`config.mk`:
```
export PLATFORM = sky130hd
export DESIGN_NAME = rxll_frame_reader_flat
export DESIGN_NICKNAME = d
export VERILOG_FILES = /design/src/rtl/rxll_frame_reader_if.sv /design/src/rtl/rxll_frame_reader.sv /design/src/flat_wrapper.sv
export SDC_FILE = /design/constraint.sdc
export NUM_CORES = 1
export LEC_CHECK = 0
export ABC_CLOCK_PERIOD_IN_PS = 2600
export CAP_MARGIN = 20
export CORE_ASPECT_RATIO = 1.4
export CORE_MARGIN = 5
export CORE_UTILIZATION = 46
export CTS_CLUSTER_DIAMETER = 100
export DETAILED_ROUTE_END_ITERATION = 16
export PLACE_DENSITY = 0.79
export SYNTH_ARGS = -nofsm -noshare
export SYNTH_HDL_FRONTEND = slang
export SYNTH_SLANG_ARGS = --single-unit
```
`constraint.sdc`:
```
create_clock -name rd_clk -period 2.6 [get_ports rd_clk]
set_clock_uncertainty 0.2 [all_clocks]
set_input_delay 0.39 -clock rd_clk [delete_from_list [all_inputs] [get_ports rd_clk]]
set_output_delay 0.39 -clock rd_clk [all_outputs]
set_load 0.005 [all_outputs]
```
`src/rtl/rxll_frame_reader_if.sv`:
```
// Handshake bundle for the RX link-layer frame reader: FWFT FIFO head on one side,
// LocalLink source on the other. master = reader view, slave = FIFO/sink environment view.
interface rxll_frame_reader_if;
    logic [35:0] fifo_do;
    logic        fifo_empty;
    logic        fifo_eof_rdy;
    logic        fifo_rd_en;
    logic [31:0] ll_data;
    logic        ll_sof_n;
    logic        ll_eof_n;
    logic        ll_src_rdy_n;
    logic        ll_dst_rdy_n;

    modport master (
        input  fifo_do, fifo_empty, fifo_eof_rdy, ll_dst_rdy_n,
        output fifo_rd_en, ll_data, ll_sof_n, ll_eof_n, ll_src_rdy_n
    );

    modport slave (
        output fifo_do, fifo_empty, fifo_eof_rdy, ll_dst_rdy_n,
        input  fifo_rd_en, ll_data, ll_sof_n, ll_eof_n, ll_src_rdy_n
    );
endinterface

```
`src/rtl/rxll_frame_reader.sv`:
```
// SATA RX link-layer FIFO reader: unloads complete frames onto LocalLink, checks framing/length.
// Optional macro RXLL_READER_STATS_EN adds stat_frames/stat_errs counters.
module rxll_frame_reader #(
    parameter int C_MAX_WORDS = 2049,
    parameter int C_LEN_WIDTH = 12
) (
    input  logic                   rd_clk,
    input  logic                   rst,
    rxll_frame_reader_if.master    bus,
    output logic                   frame_done,
    output logic                   frame_err,
    output logic [C_LEN_WIDTH-1:0] frame_len
`ifdef RXLL_READER_STATS_EN
    ,
    output logic [15:0]            stat_frames,
    output logic [15:0]            stat_errs
`endif
);

    localparam logic [2:0] S_IDLE  = 3'd0;
    localparam logic [2:0] S_SOF   = 3'd1;
    localparam logic [2:0] S_XFER  = 3'd2;
    localparam logic [2:0] S_DRAIN = 3'd3;
    localparam logic [2:0] S_DONE  = 3'd4;

    localparam logic [C_LEN_WIDTH-1:0] MAX_CNT = C_LEN_WIDTH'(C_MAX_WORDS);

    logic [2:0]             state;
    logic                   out_vld;
    logic [C_LEN_WIDTH-1:0] cnt;
    logic [C_LEN_WIDTH-1:0] cnt_inc;
    logic                   err_flag;
    logic                   orphan;
    logic                   pop_ok;
    logic                   pop;
    logic                   done_fire;
    logic [31:0]            head_data;
    logic                   head_sof;
    logic                   head_err;
    logic                   head_eof;
    logic                   unused_rsvd;

    assign head_data   = bus.fifo_do[31:0];
    assign head_sof    = bus.fifo_do[32];
    assign head_err    = bus.fifo_do[33];
    assign head_eof    = bus.fifo_do[34];
    assign unused_rsvd = bus.fifo_do[35];

    assign pop_ok  = (state == S_SOF) || (state == S_XFER) || (state == S_DRAIN);
    assign pop     = pop_ok && !bus.fifo_empty && (!out_vld || !bus.ll_dst_rdy_n);
    assign cnt_inc = (cnt == MAX_CNT) ? cnt : cnt + 1'b1;

    // In DONE the output register can only hold the eof word; if it is already empty
    // (truncated eof accepted while draining) the frame completes straight away.
    assign done_fire = (state == S_DONE) && (!out_vld || !bus.ll_dst_rdy_n);

    assign bus.fifo_rd_en   = pop;
    assign bus.ll_src_rdy_n = !out_vld;

    always_ff @(posedge rd_clk) begin
        if (rst) begin
            state        <= S_IDLE;
            out_vld      <= 1'b0;
            bus.ll_data  <= '0;
            bus.ll_sof_n <= 1'b1;
            bus.ll_eof_n <= 1'b1;
            cnt          <= '0;
            err_flag     <= 1'b0;
            orphan       <= 1'b0;
            frame_done   <= 1'b0;
            frame_err    <= 1'b0;
            frame_len    <= '0;
        end else begin
            frame_done <= 1'b0;
            if (out_vld && !bus.ll_dst_rdy_n)
                out_vld <= 1'b0;

            case (state)
                S_IDLE: begin
                    if (bus.fifo_eof_rdy && !bus.fifo_empty)
                        state <= S_SOF;
                end
                S_SOF: begin
                    if (pop) begin
                        if (head_sof) begin
                            out_vld      <= 1'b1;
                            bus.ll_data  <= head_data;
                            bus.ll_sof_n <= 1'b0;
                            bus.ll_eof_n <= !head_eof;
                            cnt          <= C_LEN_WIDTH'(1);
                            err_flag     <= err_flag | head_err;
                            state        <= head_eof ? S_DONE : S_XFER;
                        end else if (head_eof) begin
                            // A stray eof closes an orphan run: report it as an empty bad frame.
                            frame_done <= 1'b1;
                            frame_err  <= 1'b1;
                            frame_len  <= '0;
                            orphan     <= 1'b0;
                            err_flag   <= 1'b0;
                            state      <= S_IDLE;
                        end else begin
                            orphan <= 1'b1;
                        end
                    end
                end
                S_XFER: begin
                    if (pop) begin
                        out_vld      <= 1'b1;
                        bus.ll_data  <= head_data;
                        bus.ll_sof_n <= 1'b1;
                        cnt          <= cnt_inc;
                        err_flag     <= err_flag | head_err | head_sof;
                        if (head_eof) begin
                            bus.ll_eof_n <= 1'b0;
                            state        <= S_DONE;
                        end else if (cnt_inc == MAX_CNT) begin
                            bus.ll_eof_n <= 1'b0;
                            err_flag     <= 1'b1;
                            state        <= S_DRAIN;
                        end else begin
                            bus.ll_eof_n <= 1'b1;
                        end
                    end
                end
                S_DRAIN: begin
                    if (pop && head_eof)
                        state <= S_DONE;
                end
                S_DONE: begin
                    if (done_fire) begin
                        frame_done <= 1'b1;
                        frame_err  <= err_flag | orphan;
                        frame_len  <= cnt;
                        err_flag   <= 1'b0;
                        orphan     <= 1'b0;
                        cnt        <= '0;
                        state      <= S_IDLE;
                    end
                end
                default: state <= S_IDLE;
            endcase
        end
    end

`ifdef RXLL_READER_STATS_EN
    always_ff @(posedge rd_clk) begin
        if (rst) begin
            stat_frames <= '0;
            stat_errs   <= '0;
        end else if (frame_done) begin
            stat_frames <= stat_frames + 16'd1;
            stat_errs   <= stat_errs + {15'd0, frame_err};
        end
    end
`endif

endmodule

```
`src/flat_wrapper.sv`:
```
// flat-port wrapper written by rule: the top's interface ports become plain ports
module rxll_frame_reader_flat 
#(
    parameter int C_MAX_WORDS = 2049,
    parameter int C_LEN_WIDTH = 12
)
  (rd_clk, rst, frame_done, frame_err, frame_len, bus_fifo_do, bus_fifo_empty, bus_fifo_eof_rdy, bus_ll_dst_rdy_n, bus_fifo_rd_en, bus_ll_data, bus_ll_sof_n, bus_ll_eof_n, bus_ll_src_rdy_n);
  rxll_frame_reader_if bus_i ();
  input  logic rd_clk;
  input  logic rst;
  output logic frame_done;
  output logic frame_err;
  output logic [C_LEN_WIDTH-1:0] frame_len;
  input wire logic [$bits(bus_i.fifo_do)-1:0] bus_fifo_do;
  input wire logic [$bits(bus_i.fifo_empty)-1:0] bus_fifo_empty;
  input wire logic [$bits(bus_i.fifo_eof_rdy)-1:0] bus_fifo_eof_rdy;
  input wire logic [$bits(bus_i.ll_dst_rdy_n)-1:0] bus_ll_dst_rdy_n;
  output wire logic [$bits(bus_i.fifo_rd_en)-1:0] bus_fifo_rd_en;
  output wire logic [$bits(bus_i.ll_data)-1:0] bus_ll_data;
  output wire logic [$bits(bus_i.ll_sof_n)-1:0] bus_ll_sof_n;
  output wire logic [$bits(bus_i.ll_eof_n)-1:0] bus_ll_eof_n;
  output wire logic [$bits(bus_i.ll_src_rdy_n)-1:0] bus_ll_src_rdy_n;
  assign bus_i.fifo_do = bus_fifo_do;
  assign bus_i.fifo_empty = bus_fifo_empty;
  assign bus_i.fifo_eof_rdy = bus_fifo_eof_rdy;
  assign bus_i.ll_dst_rdy_n = bus_ll_dst_rdy_n;
  assign bus_fifo_rd_en = bus_i.fifo_rd_en;
  assign bus_ll_data = bus_i.ll_data;
  assign bus_ll_sof_n = bus_i.ll_sof_n;
  assign bus_ll_eof_n = bus_i.ll_eof_n;
  assign bus_ll_src_rdy_n = bus_i.ll_src_rdy_n;
  rxll_frame_reader #(.C_MAX_WORDS(C_MAX_WORDS), .C_LEN_WIDTH(C_LEN_WIDTH)) u_core (.rd_clk(rd_clk), .rst(rst), .bus(bus_i), .frame_done(frame_done), .frame_err(frame_err), .frame_len(frame_len));
endmodule
```
==> results of run 1 <==
[path summary, 6_finish.rpt]
path,from,endpoint,depth (start not counted)
worst min register to register,u_core.bus.ll_data[24],u_core.bus.ll_data[24],2
worst max register to register,u_core.cnt[5],u_core.state[0],6
worst max-delay path,u_core.cnt[5],u_core.state[0],6
worst min-delay path,u_core.bus.ll_data[24],u_core.bus.ll_data[24],2
[registers in the layout, summed over array words and instances, names as in the netlist]
signal	count
u_core.bus.ll_data	32
u_core.bus.ll_eof_n	1
u_core.bus.ll_sof_n	1
u_core.cnt	12
u_core.err_flag	1
u_core.frame_done	1
u_core.frame_err	1
u_core.frame_len	12
u_core.orphan	1
u_core.out_vld	1
u_core.state	3
[layout make-up]
type	instances	area, µm²	share of cell area, %
Multi-Input combinational cell	272	1480	34.8
Clock buffer	10	128	3.01
Sequential cell	66	1320	31.1
Clock inverter	6	115	2.71
Inverter	7	26.3	0.619
Timing Repair Buffer	114	1090	25.6
Tap cell	72	90.1	2.12
[tightest hold or removal path, cell delays in order (launching register included)]
cell                      delay, ns
sky130_fd_sc_hd__dfxtp_1       0.31
sky130_fd_sc_hd__nand2_1       0.05
sky130_fd_sc_hd__a21oi_1       0.05
[synth_stat cells (2+ instances only)]
master / n / area, µm²
sky130_fd_sc_hd__and3_1: 2 / 12.5
sky130_fd_sc_hd__nor2b_1: 6 / 37.5
sky130_fd_sc_hd__a21oi_1: 52 / 260
sky130_fd_sc_hd__nand2b_1: 2 / 12.5
sky130_fd_sc_hd__dfxtp_1: 66 / 1320
sky130_fd_sc_hd__a211oi_1: 5 / 37.5
sky130_fd_sc_hd__ha_1: 2 / 25.0
sky130_fd_sc_hd__inv_1: 7 / 26.3
sky130_fd_sc_hd__nand2_1: 71 / 267
sky130_fd_sc_hd__o22ai_1: 2 / 12.5
sky130_fd_sc_hd__nor3b_1: 2 / 15.0
sky130_fd_sc_hd__nand4_1: 2 / 12.5
sky130_fd_sc_hd__nor3_1: 8 / 40.0
sky130_fd_sc_hd__nand3_1: 8 / 40.0
sky130_fd_sc_hd__or3_1: 8 / 50.1
sky130_fd_sc_hd__o21ai_0: 17 / 85.1
sky130_fd_sc_hd__a22oi_1: 13 / 97.6
sky130_fd_sc_hd__clkbuf_1: 18 / 67.6
sky130_fd_sc_hd__o32ai_1: 2 / 17.5
sky130_fd_sc_hd__a31oi_1: 6 / 37.5
sky130_fd_sc_hd__buf_2: 9 / 45.0
sky130_fd_sc_hd__nand3b_1: 4 / 30.0
sky130_fd_sc_hd__nor2_1: 32 / 120
[layer usage]
metal,vias to the layer above,wire length (µm)
met4,0,129
met2,89,4230
li1,1501,-
met5,-,0
met1,1415,3280
met3,11,617
[cells by family after synthesis]
| kind of cell | share of synthesized area, % |
|---|---|
| AOI/OAI and AO/OA | 22.7 |
| and+or+nand+nor | 25.4 |
| DFF | 44.9 |
| buffers and inverters | 5.10 |
| muxes | 1.11 |
| adders and majority gates | 0.850 |
[timing repair]
item,in CTS,in global routing
resized for setup,0,1
hold buffers,0,0
endpoints found under the setup margin,0,1
[power by group through the flow]
| stage | sequential, mW | combinational, mW | clock [mW] |
|---|---|---|---|
| 3_3_place_gp | 1.19 | 0.712 | 0 |
| 6_report | 1.18 | 0.734 | 1.05 |
| 4_1_cts | 1.18 | 0.728 | 1.06 |
| 2_1_floorplan | 1.19 | 0.379 | 0 |
| 5_1_grt | 1.19 | 0.808 | 1.11 |
| 3_5_place_dp | 1.20 | 0.720 | 0 |
==> metrics list, run 1 <==
- Run status: complete, no violations
* Post-route antenna net violation count: 0
- For this run, global-route usage on met3 was measured as 7.23%.
* Commonest non-fill, non-tap cells in the layout: 88 x sky130_fd_sc_hd__clkdlybuf4s50_1, 71 x sky130_fd_sc_hd__nand2_1, 66 x sky130_fd_sc_hd__dfxtp_1, 52 x sky130_fd_sc_hd__a21oi_1, 32 x sky130_fd_sc_hd__nor2_1
- Average size of a mapped cell: between 7 and 8 µm²
- Global-route met2 utilization: a little over a third
- Worst Hold Class: reg -> reg
* Transition at the pin with the smallest max-transition slack: approximately 0.55 ns
- After the first detailed-routing iteration, the DRC count stood at between 150 and 200.
* Total number of H-tree levels: 3
* Flop2flop setup slack: approximately 0.12 ns
- After synthesis the netlist holds a flip-flop and latch count of 66.
- Util after Layout: roughly two thirds
* Cell-internal power: between 2 and 2.5 mW
- Of the total power, combinational logic draws ~25%.
- After synthesis, the netlist uses 52 different library cells.
- GRT Max-Usage Layer: met2
* Most common cell after layout, fill and taps aside: sky130_fd_sc_hd__clkdlybuf4s50_1
- The hold violation count in the final report was 0.
* Maximum resistive drop on vdd: approximately 0.00049 V
* Switching fraction of total power: 28.5%
- In this design, the largest share of critical-path delay is due to simple AND/OR/NAND/NOR gates.
- The tree is rooted in a sky130_fd_sc_hd__clkbuf_8.
* F_max: 404 MHz
- Cell Chain, Critical Path: or3_4 > or4_4 > mux2i_4 > a211oi_2 > o21ai_0 > a211oi_1
- For this design, the sink count on the clock tree is 66.
* DRC Markers: 0
- After detailed routing, the total wire length is 8.26 mm.
- Arrival time at the worst endpoint: around 2.5 ns
- Part of the Yosys area used for sequential elements: 44.9%
- The initial antenna violation count is 0.
- Headroom to the max-slew limit came out at a little over three fifths.
* Maximum buffer depth of the clock tree: 2
* Total power per unit cell area: 697 nW/µm²
- Type of element capturing the critical path: register
- After clock tree synthesis, the clock-pin slew on the worst setup and hold paths is about 0.080 ns.
- For the final routed database, the setup TNS stands at 0 ns.
- Placed Instances: around 530
* Worst Setup Path Type: reg -> reg
- Hold is met by between 0.2 and 0.3 ns.
- Timing analysis after detailed placement gives a worst setup slack of ~0.11 ns.
* Number of buffers created by CTS: 9
* Cell with the largest stage delay on the worst path: sky130_fd_sc_hd__or4_4
- Together, buffers and inverters on the worst path number 0.
- Power comes to between 2 and 3 mW.
* Cells after synthesis: 373
- In this run, the clock network consumes between 30 and 40% of the power.
- TritonCTS clock tree: built
- Final worst-path setup slack: approximately 0.12 ns
* Fraction of layout instances using a drive strength above 1: a little over a tenth
- Vias after detailed routing: between 3000 and 4000
* Number of global-route vias before repair: between 3000 and 4000
* Via density per instance: about 5.5
- Count of placed standard cells in the final layout, fillers left out: 547
- Min cycle time layout: about 2.5 ns
- Fill count: ~520
* First-pass GRT wire length: 13.9 mm
- Post-placement cell area: approximately 4000 µm²
- In this design, the stage delay of the slowest critical-path cell is 0.57 ns.
- Max-slew violation total from the final report: 0
- GRT met1 Usage: 23.0%
* Die Height: 105 µm
* Leakage power total: 1.50 nW
- Required time of the critical path: approximately 2.7 ns
- The initial utilization of the core area, before any placement, comes to between 40 and 50%.
* Sequential share of power: 39.8%
* Total congestion overflow after global routing: 0
* Pre-Repair DR Iteration Count: 4
* Final Instance Area: 4240 µm²
* Worst setup SP type: register
- Most used flip-flop cell after synthesis: sky130_fd_sc_hd__dfxtp_1
* Final net count: slightly above 500
- After floorplanning, the core was sized to cover ~6200 µm².
* Layout Area Growth over Synthesis: 44.2%
* Async S/R FF share, synth: 0%
* PortBufs: between 80 and 90
- After layout, the worst path uses between 90% and 100% of the clock period.
* Horizontal die dimension: about 78 µm
* Largest net degree at the start of global routing: 33
- Mapped cell area: 2940 µm²
- Post-CTS repair timing setup buffer count: 0
- Final number of setup-violating endpoints: 0
- The clock reaches the later pin of the worst-skew pair after roughly 0.34 ns.
- Maximum Capacitance Violations: 0
- Detailed placement finished with a half-perimeter wire length of 5.92 mm.
* Total Die Area: 8120 µm²
- In the final routed layout, each cell accounts on average for 15.1 µm.
* Gr usage total: 20.6%
- The repair_antennas step left the layout with diodes totalling 0.
- Syn. warnings: 0
- Yosys mapped a number of flops with a built-in enable equal to 0.
- Of all nets on the critical path, the largest fanout is 7.
* Final weighted congestion in routability-driven placement: between 0.8 and 0.9
- Switching power: between 0.8 and 0.9 mW
- 91 I/O pins were placed.
* Count of standard-cell rows: 34
- Nets in the synthesized netlist: 416
No activity file was read; power rests on OpenSTA's default activity.
==> run 2: changes to the inputs <==
- CORE_UTILIZATION: 46 -> 34
- PLACE_DENSITY: 0.79 -> default
==> metrics list, run 2 (synthesized netlist as in run 1, its figures left out) <==
- Run status: complete, no violations
* Family of cells with the greatest summed delay on the critical path: simple AND/OR/NAND/NOR gates
* Total Power: 3.15 mW
- The routed layout has slightly below 3000 vias.
- Type of element capturing the critical path: register
* Capture endpoint of the worst hold path: u_core.bus.ll_data[7]
- Total congestion overflow after global routing: 0
* Count of inserted antenna diode cells: 0
- Flop2flop setup slack: roughly 0.15 ns
- Final net count: between 500 and 600
* Leakage power total: around 1.5 nW
- The count of nets left with antenna violations once routing finished came out at 0.
* Global-route met2 utilization: between 20% and 30%
* Fraction of layout instances using a drive strength above 1: a little over a tenth
* Worst setup SP type: register
- Number of cells on the worst reg-to-reg path: 6
- Gr usage total: between 10% and 20%
* Worst path bufs/invs: 0
- Net switching is about 27% of the power.
* Routed wirelength normalized by instance count: 14.6 µm
* Clk pwr share: between 30% and 40%
- Number of I/O pins: ~90
- Fill cells in the final layout number just over 800.
- The worst-case IR drop observed on VDD is roughly 0.00061 V.
- Along the worst hold path, the cell count comes to 2.
* Core ar.: roughly 8500 µm²
- In this run the power spent charging and discharging nets is between 0.8 and 0.9 mW.
* Layout Area Growth over Synthesis: 48.0%
* Register with the most flip-flops: u_core.bus.ll_data
- The library cell used most frequently in the layout, excluding fill and tap cells, is sky130_fd_sc_hd__clkdlybuf4s50_1.
- Placed Instances: 561
- After detailed routing, the number of vias per cell comes to 5.13.
- PortBufs: 89
- GR met3 Demand/Resource: 6.66%
- In the final layout, the registers with the most flip-flops are u_core.bus.ll_data x32, u_core.cnt x12, u_core.frame_len x12.
* Clk Tree Root Cell: sky130_fd_sc_hd__clkbuf_16
* Cell Chain, Critical Path: or3_1 > or4_4 > mux2i_4 > a211oi_2 > o21ai_0 > a211oi_1
- The initial antenna violation count came to 0.
- Combinational logic burns a little under a quarter of the power.
- Setup repair after global routing left no endpoint under its margin.
- Maximum buffer depth of the clock tree: 2
- The number of pins exceeding their max-slew limit in the final report was 0.
- Largest register FFs: 32
- TritonCTS clock tree: built
* Number of global-route vias before repair: about 2800
* Required time of the critical path: roughly 2.6 ns
* GRT met1 Usage: a little under a fifth
- Number of buffers created by CTS: 9
- The clock reaches the later pin of the worst-skew pair after between 0.3 and 0.4 ns.
* Min cycle time layout: ~2.5 ns
* Total number of H-tree levels: 3
* Maximum Capacitance Violations: 0
- Static timing analysis puts the maximum clock frequency at ~410 MHz.
- Sequential share of power: roughly 37%
- After layout, the worst path uses approximately 94% of the clock period.
- Cell with the largest stage delay on the worst path: sky130_fd_sc_hd__or4_4
* First-pass GRT wire length: 13.4 mm
- Hold path startpoint: u_core.bus.ll_data[7]
* Final hold viol count: 0
- Effective utilization at floorplan: between 30% and 40%
- Entering global routing, the biggest net connects 41 pins.
* Horizontal die dimension: 88.6 µm
- STA puts the critical path data arrival time at about 2.5 ns.
- Cell-internal power: approximately 2.3 mW
* Count of standard-cell rows: 40
- GRT Max-Usage Layer: met2
- Setup total negative slack on the finished layout was measured at 0 ns.
* Total power per unit cell area: about 720 nW/µm²
* Max-slew headroom: about 57%
- At the pin with the least slew margin, the transition time is 0.645 ns.
- Commonest non-fill, non-tap cells in the layout: 88 x sky130_fd_sc_hd__clkdlybuf4s50_1, 71 x sky130_fd_sc_hd__nand2_1, 65 x sky130_fd_sc_hd__dfxtp_1, 52 x sky130_fd_sc_hd__a21oi_1, 32 x sky130_fd_sc_hd__nor2_1
* Detailed Route Iter0 Violations: between 200 and 250
* DP HPWL: roughly 5.9 mm
- In the routed design, unresolved DRC markers number 0.
* Util after Layout: around half
- Along the worst path, the maximum fanout reaches 6.
- The first detailed-routing pass ran for 4 iterations.
* CTS clk-pin slew, worst paths: about 0.05 ns
- In this design, the stage delay of the slowest critical-path cell is 0.55 ns.
- Sum of routed wire length over all layers: approximately 8.4 mm
- Total Die Area: around 11000 µm²
- End of the worst register-to-register path: u_core.state[0]
- Final number of setup-violating endpoints: 0
* Count of placed standard cells in the final layout, fillers left out: around 580
- Hold Slack: around 0.25 ns
- The worst setup path is of the reg -> reg kind.
- The die is around 120 µm tall.
- Startpoint of the lowest-slack register-to-register path: u_core.cnt[7]
- At the end of routability-driven placement, the weighted congestion stood at 0.819.
- Clock tree synthesis found a total of 66 sinks.
- Worst Hold Class: reg -> reg
-- run 2: cell count changes in the layout (fill, tap and decap cells not counted), sizes merged --
cell	change
buf	-3
clkinv	-1
clkbuf	+3
bufinv	-2
clkinvlp	-1
-- run 2: power groups by stage --
| stage | clock network, mW | registers [mW] | logic, mW |
|---|---|---|---|
| floorplan | 0 | 1.19 | 0.379 |
| global placement | 0 | 1.19 | 0.737 |
| detailed placement | 0 | 1.20 | 0.740 |
| CTS | 1.25 | 1.18 | 0.748 |
| global route | 1.31 | 1.19 | 0.822 |
| finish | 1.23 | 1.18 | 0.743 |
-- run 2: per-stage QoR --
step                      setup WS (ns)  instance area (µm²)
after detailed placement         0.0467                 4040
after global placement           0.0659                 4040
final                             0.148                 4360
after CTS                        0.0787                 4340
after global routing            0.00165                 4360
after floorplan                   0.217                 2940
-- run 2: final cells by class --
type / count / area (µm²) / share of cell area, %
Clock inverter: 2 / 35.0 / 0.804
Multi-Input combinational cell: 272 / 1480 / 34.0
Clock buffer: 13 / 270 / 6.21
Sequential cell: 66 / 1320 / 30.4
Timing Repair Buffer: 111 / 1090 / 25.0
Inverter: 7 / 26.3 / 0.603
Tap cell: 105 / 131 / 3.02
-- run 2: worst min-delay path, cell delays in order (launching register included) --
cell and delay (ns):
sky130_fd_sc_hd__dfxtp_1 0.30, sky130_fd_sc_hd__nand2_1 0.05, sky130_fd_sc_hd__a21oi_1 0.05
-- run 2: worst max-delay path by stage --
| stage | endpoint | slack (ns) | cells after the start | startpoint |
|---|---|---|---|---|
| 3_5_place_dp | u_core.cnt[7] | 0.05 | 7 | bus_fifo_empty |
| 4_1_cts | u_core.state[0] | 0.08 | 6 | u_core.cnt[7] |
| 3_3_place_gp | u_core.cnt[7] | 0.07 | 7 | bus_fifo_empty |
| 6_report | u_core.state[0] | 0.15 | 6 | u_core.cnt[7] |
| 2_1_floorplan | u_core.state[0] | 0.22 | 7 | u_core.cnt[5] |
| 5_1_grt | u_core.state[0] | 0.002 | 6 | u_core.cnt[7] |
-- run 2: metal layers --
layer,share of wire [%],wire (µm)
met1,41,3430
met4,2.2,181
met2,48,4030
met5,0,0
met3,9.0,757
-- run 2: timing repair --
| action | CTS | global route |
|---|---|---|
| resized for setup | 0 | 3 |
| endpoints found under the setup margin | 0 | 1 |
| setup buffers | 0 | 0 |
| endpoints found under the hold margin | 0 | 0 |
| hold buffers | 0 | 0 |
